### config.mk
export PLATFORM = sky130hd
export DESIGN_NAME = regfile_bypass_sb_flat
export DESIGN_NICKNAME = d
export VERILOG_FILES = /design/src/rtl/regfile_bypass_sb_if.sv /design/src/rtl/regfile_bypass_sb.sv /design/src/flat_wrapper.sv
export SDC_FILE = /design/constraint.sdc
export NUM_CORES = 2
export LEC_CHECK = 0
export CORE_UTILIZATION = 45
export CTS_CLUSTER_SIZE = 12
export DETAILED_ROUTE_END_ITERATION = 16
export GPL_ROUTABILITY_DRIVEN = 0
export HOLD_SLACK_MARGIN = 0.15
export PLACE_DENSITY = 0.6
export SLEW_MARGIN = 20
export SYNTH_ARGS = -nofsm -noshare
export SYNTH_HDL_FRONTEND = slang
export SYNTH_SLANG_ARGS = --single-unit
### constraint.sdc
create_clock -name clk -period 8.7 [get_ports clk]
set_input_delay 1.74 -clock clk [delete_from_list [all_inputs] [get_ports clk]]
set_output_delay 1.74 -clock clk [all_outputs]
set_load 0.005 [all_outputs]
### src/rtl/regfile_bypass_sb_if.sv
// Bundle of read, write-back and issue signals for the bypassing register
// file with busy scoreboard. master = decode/writeback side, slave = regfile.
interface regfile_bypass_sb_if #(
    parameter int XLEN     = 32,
    parameter int NUM_REGS = 32
);
    localparam int AW = $clog2(NUM_REGS);

    // Read ports (combinational data and busy status)
    logic [AW-1:0]   rd_addr1;
    logic [AW-1:0]   rd_addr2;
    logic [XLEN-1:0] rd_data1;
    logic [XLEN-1:0] rd_data2;
    logic            rd_busy1;
    logic            rd_busy2;

    // Two writeback lanes
    logic            we0;
    logic [AW-1:0]   waddr0;
    logic [XLEN-1:0] wdata0;
    logic            we1;
    logic [AW-1:0]   waddr1;
    logic [XLEN-1:0] wdata1;

    // Issue / scoreboard
    logic            issue_valid;
    logic [AW-1:0]   issue_addr;
    logic            issue_stall;
    logic [AW:0]     busy_count;

    modport master (
        output rd_addr1, rd_addr2,
        input  rd_data1, rd_data2, rd_busy1, rd_busy2,
        output we0, waddr0, wdata0, we1, waddr1, wdata1,
        output issue_valid, issue_addr,
        input  issue_stall, busy_count
    );

    modport slave (
        input  rd_addr1, rd_addr2,
        output rd_data1, rd_data2, rd_busy1, rd_busy2,
        input  we0, waddr0, wdata0, we1, waddr1, wdata1,
        input  issue_valid, issue_addr,
        output issue_stall, busy_count
    );
endinterface

### src/rtl/regfile_bypass_sb.sv
// Register file with two combinational read ports, two write lanes
// (lane 0 has priority), optional same-cycle write-to-read bypass and a
// per-register busy scoreboard used for RAW/WAW hazard detection.
module regfile_bypass_sb #(
    parameter int XLEN     = 32,
    parameter int NUM_REGS = 32,
    parameter int BYPASS   = 1,
    parameter int ZERO_REG = 1
) (
    input  logic                 clk,
    input  logic                 reset,
    regfile_bypass_sb_if.slave   bus
);
    localparam int AW = $clog2(NUM_REGS);

    logic [XLEN-1:0]     data_q [NUM_REGS];
    logic [XLEN-1:0]     data_d [NUM_REGS];
    logic [NUM_REGS-1:0] busy_q;
    logic [NUM_REGS-1:0] busy_d;
    logic [AW:0]         count_q;
    logic [AW:0]         count_d;

    logic wr0_eff;
    logic wr1_eff;
    logic issue_hit_wr;
    logic issue_stall;
    logic issue_acc;

    // Writes to x0 are not "effective" when it is hardwired; this keeps
    // bypass, busy-clear and storage logic free of special cases.
    assign wr0_eff = bus.we0 & ~((ZERO_REG != 0) && (bus.waddr0 == '0));
    assign wr1_eff = bus.we1 & ~((ZERO_REG != 0) && (bus.waddr1 == '0));

    // A write landing on the issue target this cycle clears its busy bit,
    // so the issue may proceed (WAW resolved by the retiring producer).
    assign issue_hit_wr = (wr0_eff && (bus.waddr0 == bus.issue_addr)) ||
                          (wr1_eff && (bus.waddr1 == bus.issue_addr));
    assign issue_stall  = bus.issue_valid & busy_q[bus.issue_addr] & ~issue_hit_wr;
    assign issue_acc    = bus.issue_valid & ~issue_stall &
                          ~((ZERO_REG != 0) && (bus.issue_addr == '0));

    // Per-register next state: lane 0 beats lane 1, issue beats clear.
    genvar gi;
    generate
        for (gi = 0; gi < NUM_REGS; gi++) begin : g_reg
            localparam logic [AW-1:0] IDX = AW'(gi);
            logic hit0;
            logic hit1;
            logic set;
            assign hit0       = wr0_eff && (bus.waddr0 == IDX);
            assign hit1       = wr1_eff && (bus.waddr1 == IDX);
            assign set        = issue_acc && (bus.issue_addr == IDX);
            assign data_d[gi] = hit0 ? bus.wdata0 : (hit1 ? bus.wdata1 : data_q[gi]);
            assign busy_d[gi] = set | (busy_q[gi] & ~(hit0 | hit1));
        end
    endgenerate

    // Busy count tracks the population of the next busy bitmap exactly.
    always_comb begin
        count_d = '0;
        for (int i = 0; i < NUM_REGS; i++) begin
            count_d = count_d + {{AW{1'b0}}, busy_d[i]};
        end
    end

    // State registers; reset overrides any same-cycle write or issue.
    always_ff @(posedge clk) begin
        if (reset) begin
            for (int i = 0; i < NUM_REGS; i++) begin
                data_q[i] <= '0;
            end
            busy_q  <= '0;
            count_q <= '0;
        end else begin
            data_q  <= data_d;
            busy_q  <= busy_d;
            count_q <= count_d;
        end
    end

    // Read ports share one implementation, indexed by port number.
    logic [AW-1:0]   rd_addr   [2];
    logic [XLEN-1:0] rd_data_p [2];
    logic            rd_busy_p [2];

    assign rd_addr[0] = bus.rd_addr1;
    assign rd_addr[1] = bus.rd_addr2;

    generate
        for (gi = 0; gi < 2; gi++) begin : g_rd
            // Stored value, overlaid with lane 1 then lane 0 forwarding.
            always_comb begin
                rd_data_p[gi] = data_q[rd_addr[gi]];
                rd_busy_p[gi] = busy_q[rd_addr[gi]];
                if (BYPASS != 0) begin
                    if (wr1_eff && (bus.waddr1 == rd_addr[gi])) begin
                        rd_data_p[gi] = bus.wdata1;
                        rd_busy_p[gi] = 1'b0;
                    end
                    if (wr0_eff && (bus.waddr0 == rd_addr[gi])) begin
                        rd_data_p[gi] = bus.wdata0;
                        rd_busy_p[gi] = 1'b0;
                    end
                end
                if ((ZERO_REG != 0) && (rd_addr[gi] == '0)) begin
                    rd_data_p[gi] = '0;
                    rd_busy_p[gi] = 1'b0;
                end
            end
        end
    endgenerate

    assign bus.rd_data1    = rd_data_p[0];
    assign bus.rd_data2    = rd_data_p[1];
    assign bus.rd_busy1    = rd_busy_p[0];
    assign bus.rd_busy2    = rd_busy_p[1];
    assign bus.issue_stall = issue_stall;
    assign bus.busy_count  = count_q;

endmodule
### src/flat_wrapper.sv
// flat-port wrapper written by rule: the top's interface ports become plain ports
module regfile_bypass_sb_flat 
#(
    parameter int XLEN     = 32,
    parameter int NUM_REGS = 32,
    parameter int BYPASS   = 1,
    parameter int ZERO_REG = 1
)
  (clk, reset, bus_rd_addr1, bus_rd_addr2, bus_rd_data1, bus_rd_data2, bus_rd_busy1, bus_rd_busy2, bus_we0, bus_waddr0, bus_wdata0, bus_we1, bus_waddr1, bus_wdata1, bus_issue_valid, bus_issue_addr, bus_issue_stall, bus_busy_count);
  regfile_bypass_sb_if #(.XLEN(XLEN), .NUM_REGS(NUM_REGS)) bus_i ();
  input  logic clk;
  input  logic reset;
  input wire logic [$bits(bus_i.rd_addr1)-1:0] bus_rd_addr1;
  input wire logic [$bits(bus_i.rd_addr2)-1:0] bus_rd_addr2;
  output wire logic [$bits(bus_i.rd_data1)-1:0] bus_rd_data1;
  output wire logic [$bits(bus_i.rd_data2)-1:0] bus_rd_data2;
  output wire logic [$bits(bus_i.rd_busy1)-1:0] bus_rd_busy1;
  output wire logic [$bits(bus_i.rd_busy2)-1:0] bus_rd_busy2;
  input wire logic [$bits(bus_i.we0)-1:0] bus_we0;
  input wire logic [$bits(bus_i.waddr0)-1:0] bus_waddr0;
  input wire logic [$bits(bus_i.wdata0)-1:0] bus_wdata0;
  input wire logic [$bits(bus_i.we1)-1:0] bus_we1;
  input wire logic [$bits(bus_i.waddr1)-1:0] bus_waddr1;
  input wire logic [$bits(bus_i.wdata1)-1:0] bus_wdata1;
  input wire logic [$bits(bus_i.issue_valid)-1:0] bus_issue_valid;
  input wire logic [$bits(bus_i.issue_addr)-1:0] bus_issue_addr;
  output wire logic [$bits(bus_i.issue_stall)-1:0] bus_issue_stall;
  output wire logic [$bits(bus_i.busy_count)-1:0] bus_busy_count;
  assign bus_i.rd_addr1 = bus_rd_addr1;
  assign bus_i.rd_addr2 = bus_rd_addr2;
  assign bus_rd_data1 = bus_i.rd_data1;
  assign bus_rd_data2 = bus_i.rd_data2;
  assign bus_rd_busy1 = bus_i.rd_busy1;
  assign bus_rd_busy2 = bus_i.rd_busy2;
  assign bus_i.we0 = bus_we0;
  assign bus_i.waddr0 = bus_waddr0;
  assign bus_i.wdata0 = bus_wdata0;
  assign bus_i.we1 = bus_we1;
  assign bus_i.waddr1 = bus_waddr1;
  assign bus_i.wdata1 = bus_wdata1;
  assign bus_i.issue_valid = bus_issue_valid;
  assign bus_i.issue_addr = bus_issue_addr;
  assign bus_issue_stall = bus_i.issue_stall;
  assign bus_busy_count = bus_i.busy_count;
  regfile_bypass_sb #(.XLEN(XLEN), .NUM_REGS(NUM_REGS), .BYPASS(BYPASS), .ZERO_REG(ZERO_REG)) u_core (.clk(clk), .reset(reset), .bus(bus_i));
endmodule
==> flow_summary.json <==
{
  "setup_tns_ps": 0,
  "drc": 0,
  "synth_cell_types": 72,
  "irDropWorstVdd_uv": 174,
  "portBuffers": 166,
  "hold_path.class": "reg -> reg",
  "synth_nets": 7077,
  "yosysSeqAreaShare": 0.323,
  "hpwl_um": 165000,
  "drtPass1Iterations": 8,
  "clkLatencyLatePin_ps": 790,
  "via_per_inst": 7.22,
  "cts_hold_buffers": 0,
  "rsz0062_at_grt": "false",
  "status": "complete, no violations",
  "power-per-cell-area_nw_per_um2": 167,
  "critPathKind": "in -> reg",
  "clock-skew-final_ps": 34.9,
  "crit_start": "bus_issue_addr[3]",
  "multiInputGateArea_um2": 40300,
  "p_leak_nw": 23.9,
  "grt_pass1_wl_um": 420000,
  "ant_nets": 0,
  "post_cts_buffers": 0,
  "crit_required_ps": 9310,
  "wirelength_um": 296000,
  "critPathMaxFanout": 15,
  "cts_buffers": 120,
  "yosysWarnings": 0,
  "ys_top_cells_by_area": "dfxtp_1 (32%), mux4_2 (17%), mux2i_1 (11%), a211oi_1 (7.7%), nor2_1 (6.0%)",
  "synth_top_cell_by_area": "dfxtp_1",
  "dieHeight_um": 384,
  "crit_path_start_kind": "primary input",
  "hold_viol": 0,
  "worstHoldStart": "u_core.data_q[1005]",
  "clock_path_buffers": 3,
  "finalMaxSlewViolations": 0,
  "finalCriticalPeriod_ps": 7920,
  "syn2layout_area_growth_pct": 9.81,
  "cts_root_buf": "clkbuf_16",
  "finalNetCount": 6668,
  "syn_area_um2": 65800,
  "max_freq_mhz": 126,
  "clk_pin_slew_ps": 60,
  "fill_cells": 13200,
  "grt_max_degree": 188,
  "antenna_found_initial": 13,
  "crit_path_end_kind": "flop",
  "grt_util_all_layers": 0.390,
  "die_x_um": 384,
  "setup_violations": 0,
  "wire_per_inst_um": 34.6,
  "core_um2": 144000,
  "drt-initial-drc-count": 10100,
  "cp.arrival_ps": 8530,
  "start_util": 0.456,
  "ys.flop_type": "dfxtp_1",
  "ys_async_sr_fraction": 0,
  "grt_pass1_vias": 57400,
  "avgSynthCellArea_um2": 9.46,
  "seq_area_um2": 21300,
  "drive_gt1_frac": 0.168,
  "ctsResizeCount": 0,
  "ys_ff_latch": 1062,
  "tightest_slew_ps": 1240,
  "netlist_instances": 6951,
  "cts_sinks": 1062,
  "grt-ovfl-total": 0,
  "cts_tree": "yes",
  "vias": 61700,
  "cap_viol_max_count": 0,
  "cts.htree.levels": 3,
  "num_rows": 139,
  "relSlewSlack": 0.174,
  "yosysTopAreaCellShare": 0.323,
  "fin_crit_sh": 0.910,
  "synth-edff-count": 0,
  "whs_ps": 480,
  "io_pins": 167,
  "die_area_um2": 148000,
  "reg2reg_from": "u_core.busy_q[9]"
}
[metrics by stage]
| stage | instances | setup slack (ps) | utilization | power (mW) | cell area, um2 |
|---|---|---|---|---|---|
| after floorplan | 6951 | 1060 | - | 6.15 | 65800 |
| after global routing | 8543 | 518 | 0.500 | 12.3 | 72200 |
| after CTS | 8542 | 935 | 0.500 | 12.0 | 72200 |
| after detailed placement | 8322 | 174 | 0.473 | 6.83 | 68200 |
| final | 8546 | 783 | 0.500 | 12.0 | 72200 |
| after global placement | 8322 | 152 | 0.473 | 6.82 | 68200 |
[cell families (layout without fill, tap and decap cells)]
kind of cell,Yosys count,count (layout),synth area share
AO/OA/AOI/OAI,1473,1473,0.170
XOR/XNOR,33,33,0.00439
adder cells (fa/ha/maj),32,32,0.00883
buffers and inverters,1042,731,0.0712
flip-flops,1062,1062,0.323
multiplexers,1261,1261,0.289
other,0,3,0
AND/OR/NAND/NOR,2048,2048,0.134
[area by class of cell]
class                   count  share of cell area
diodes                      3            0.000104
clock buffers             191              0.0510
clock inverters            29             0.00385
inverters                  46             0.00239
multi-input cells        4847               0.558
flip-flops and latches   1062               0.294
well taps                1903              0.0330
repair buffers            465              0.0570
[worst max-delay path, stage by stage]
cell and delay (ps):
clkdlybuf4s50_1 930, nand2b_1 200, nor3_1 460, a2111o_1 240, nand3_1 170, a31o_2 290
ha_1 270, inv_1 50, fa_1 460, fa_1 520, fa_1 430, fa_1 540
fa_1 460, fa_1 540, fa_1 160, inv_1 60, fa_1 450, a21o_1 190
a21oi_1 160, xor2_1 160, nor2_1 50
[layer usage]
metal / vias to the layer above / GRT usage / part of all wire / routed length (um)
met5: - / 0 / 0.00019 / 56
met2: 4759 / 0.564 / 0.42 / 124000
met3: 1156 / 0.110 / 0.13 / 39300
met4: 10 / 0.237 / 0.073 / 21500
met1: 30400 / 0.514 / 0.37 / 110000
li1: 25400 / - / - / -
[flip-flops by register name, indices dropped and copies added (netlist names)]
name and cells:
u_core.bus.busy_count 6, u_core.busy_q 32, u_core.data_q 1024
[cells in the final DEF (no fill, tap or decap), types with 24 or more instances in the layout]
master,count
o21ai_0,90
mux2i_1,747
nor2_1,1037
clkbuf_16,122
inv_1,46
dfxtp_1,1062
nand3_1,367
nor2b_1,48
fa_1,24
clkdlybuf4s50_1,156
mux4_2,509
buf_4,283
a211oi_1,673
or4_1,31
nand2_1,383
clkbuf_8,37
nand2b_1,24
nor3_1,28
o22ai_1,190
a22oi_1,70
a311oi_1,320
clkbuf_1,32
[report_power, final]
group / internal, mW / switching [mW] / leakage (nW)
Clock: 2.99 / 2.25 / 1.96
Sequential: 4.97 / 0.0832 / 8.59
Combinational: 0.612 / 1.13 / 13.4
Total: 8.58 / 3.46 / 23.9
[synthesized netlist by cell type (28+ instances only)]
cell type / count
clkbuf_1: 562
inv_1: 46
mux4_2: 509
o22ai_1: 201
or4_1: 31
buf_1: 109
mux2i_1: 747
a211oi_1: 673
buf_2: 212
nor2_1: 1043
nand2_1: 411
nor2b_1: 49
dfxtp_1: 1062
buf_4: 91
nand3_1: 369
a311oi_1: 320
o21ai_0: 90
nor3_1: 28
a22oi_1: 70
[path summary, 6_finish.rpt]
kind                               to  cells after the start  slack [ps]
min reg2reg       u_core.data_q[1005]                      1         480
min               u_core.data_q[1005]                      1         480
max reg2reg  u_core.bus.busy_count[4]                     20        2230
max          u_core.bus.busy_count[4]                     21         780
Power figures use the tool's default switching activity.
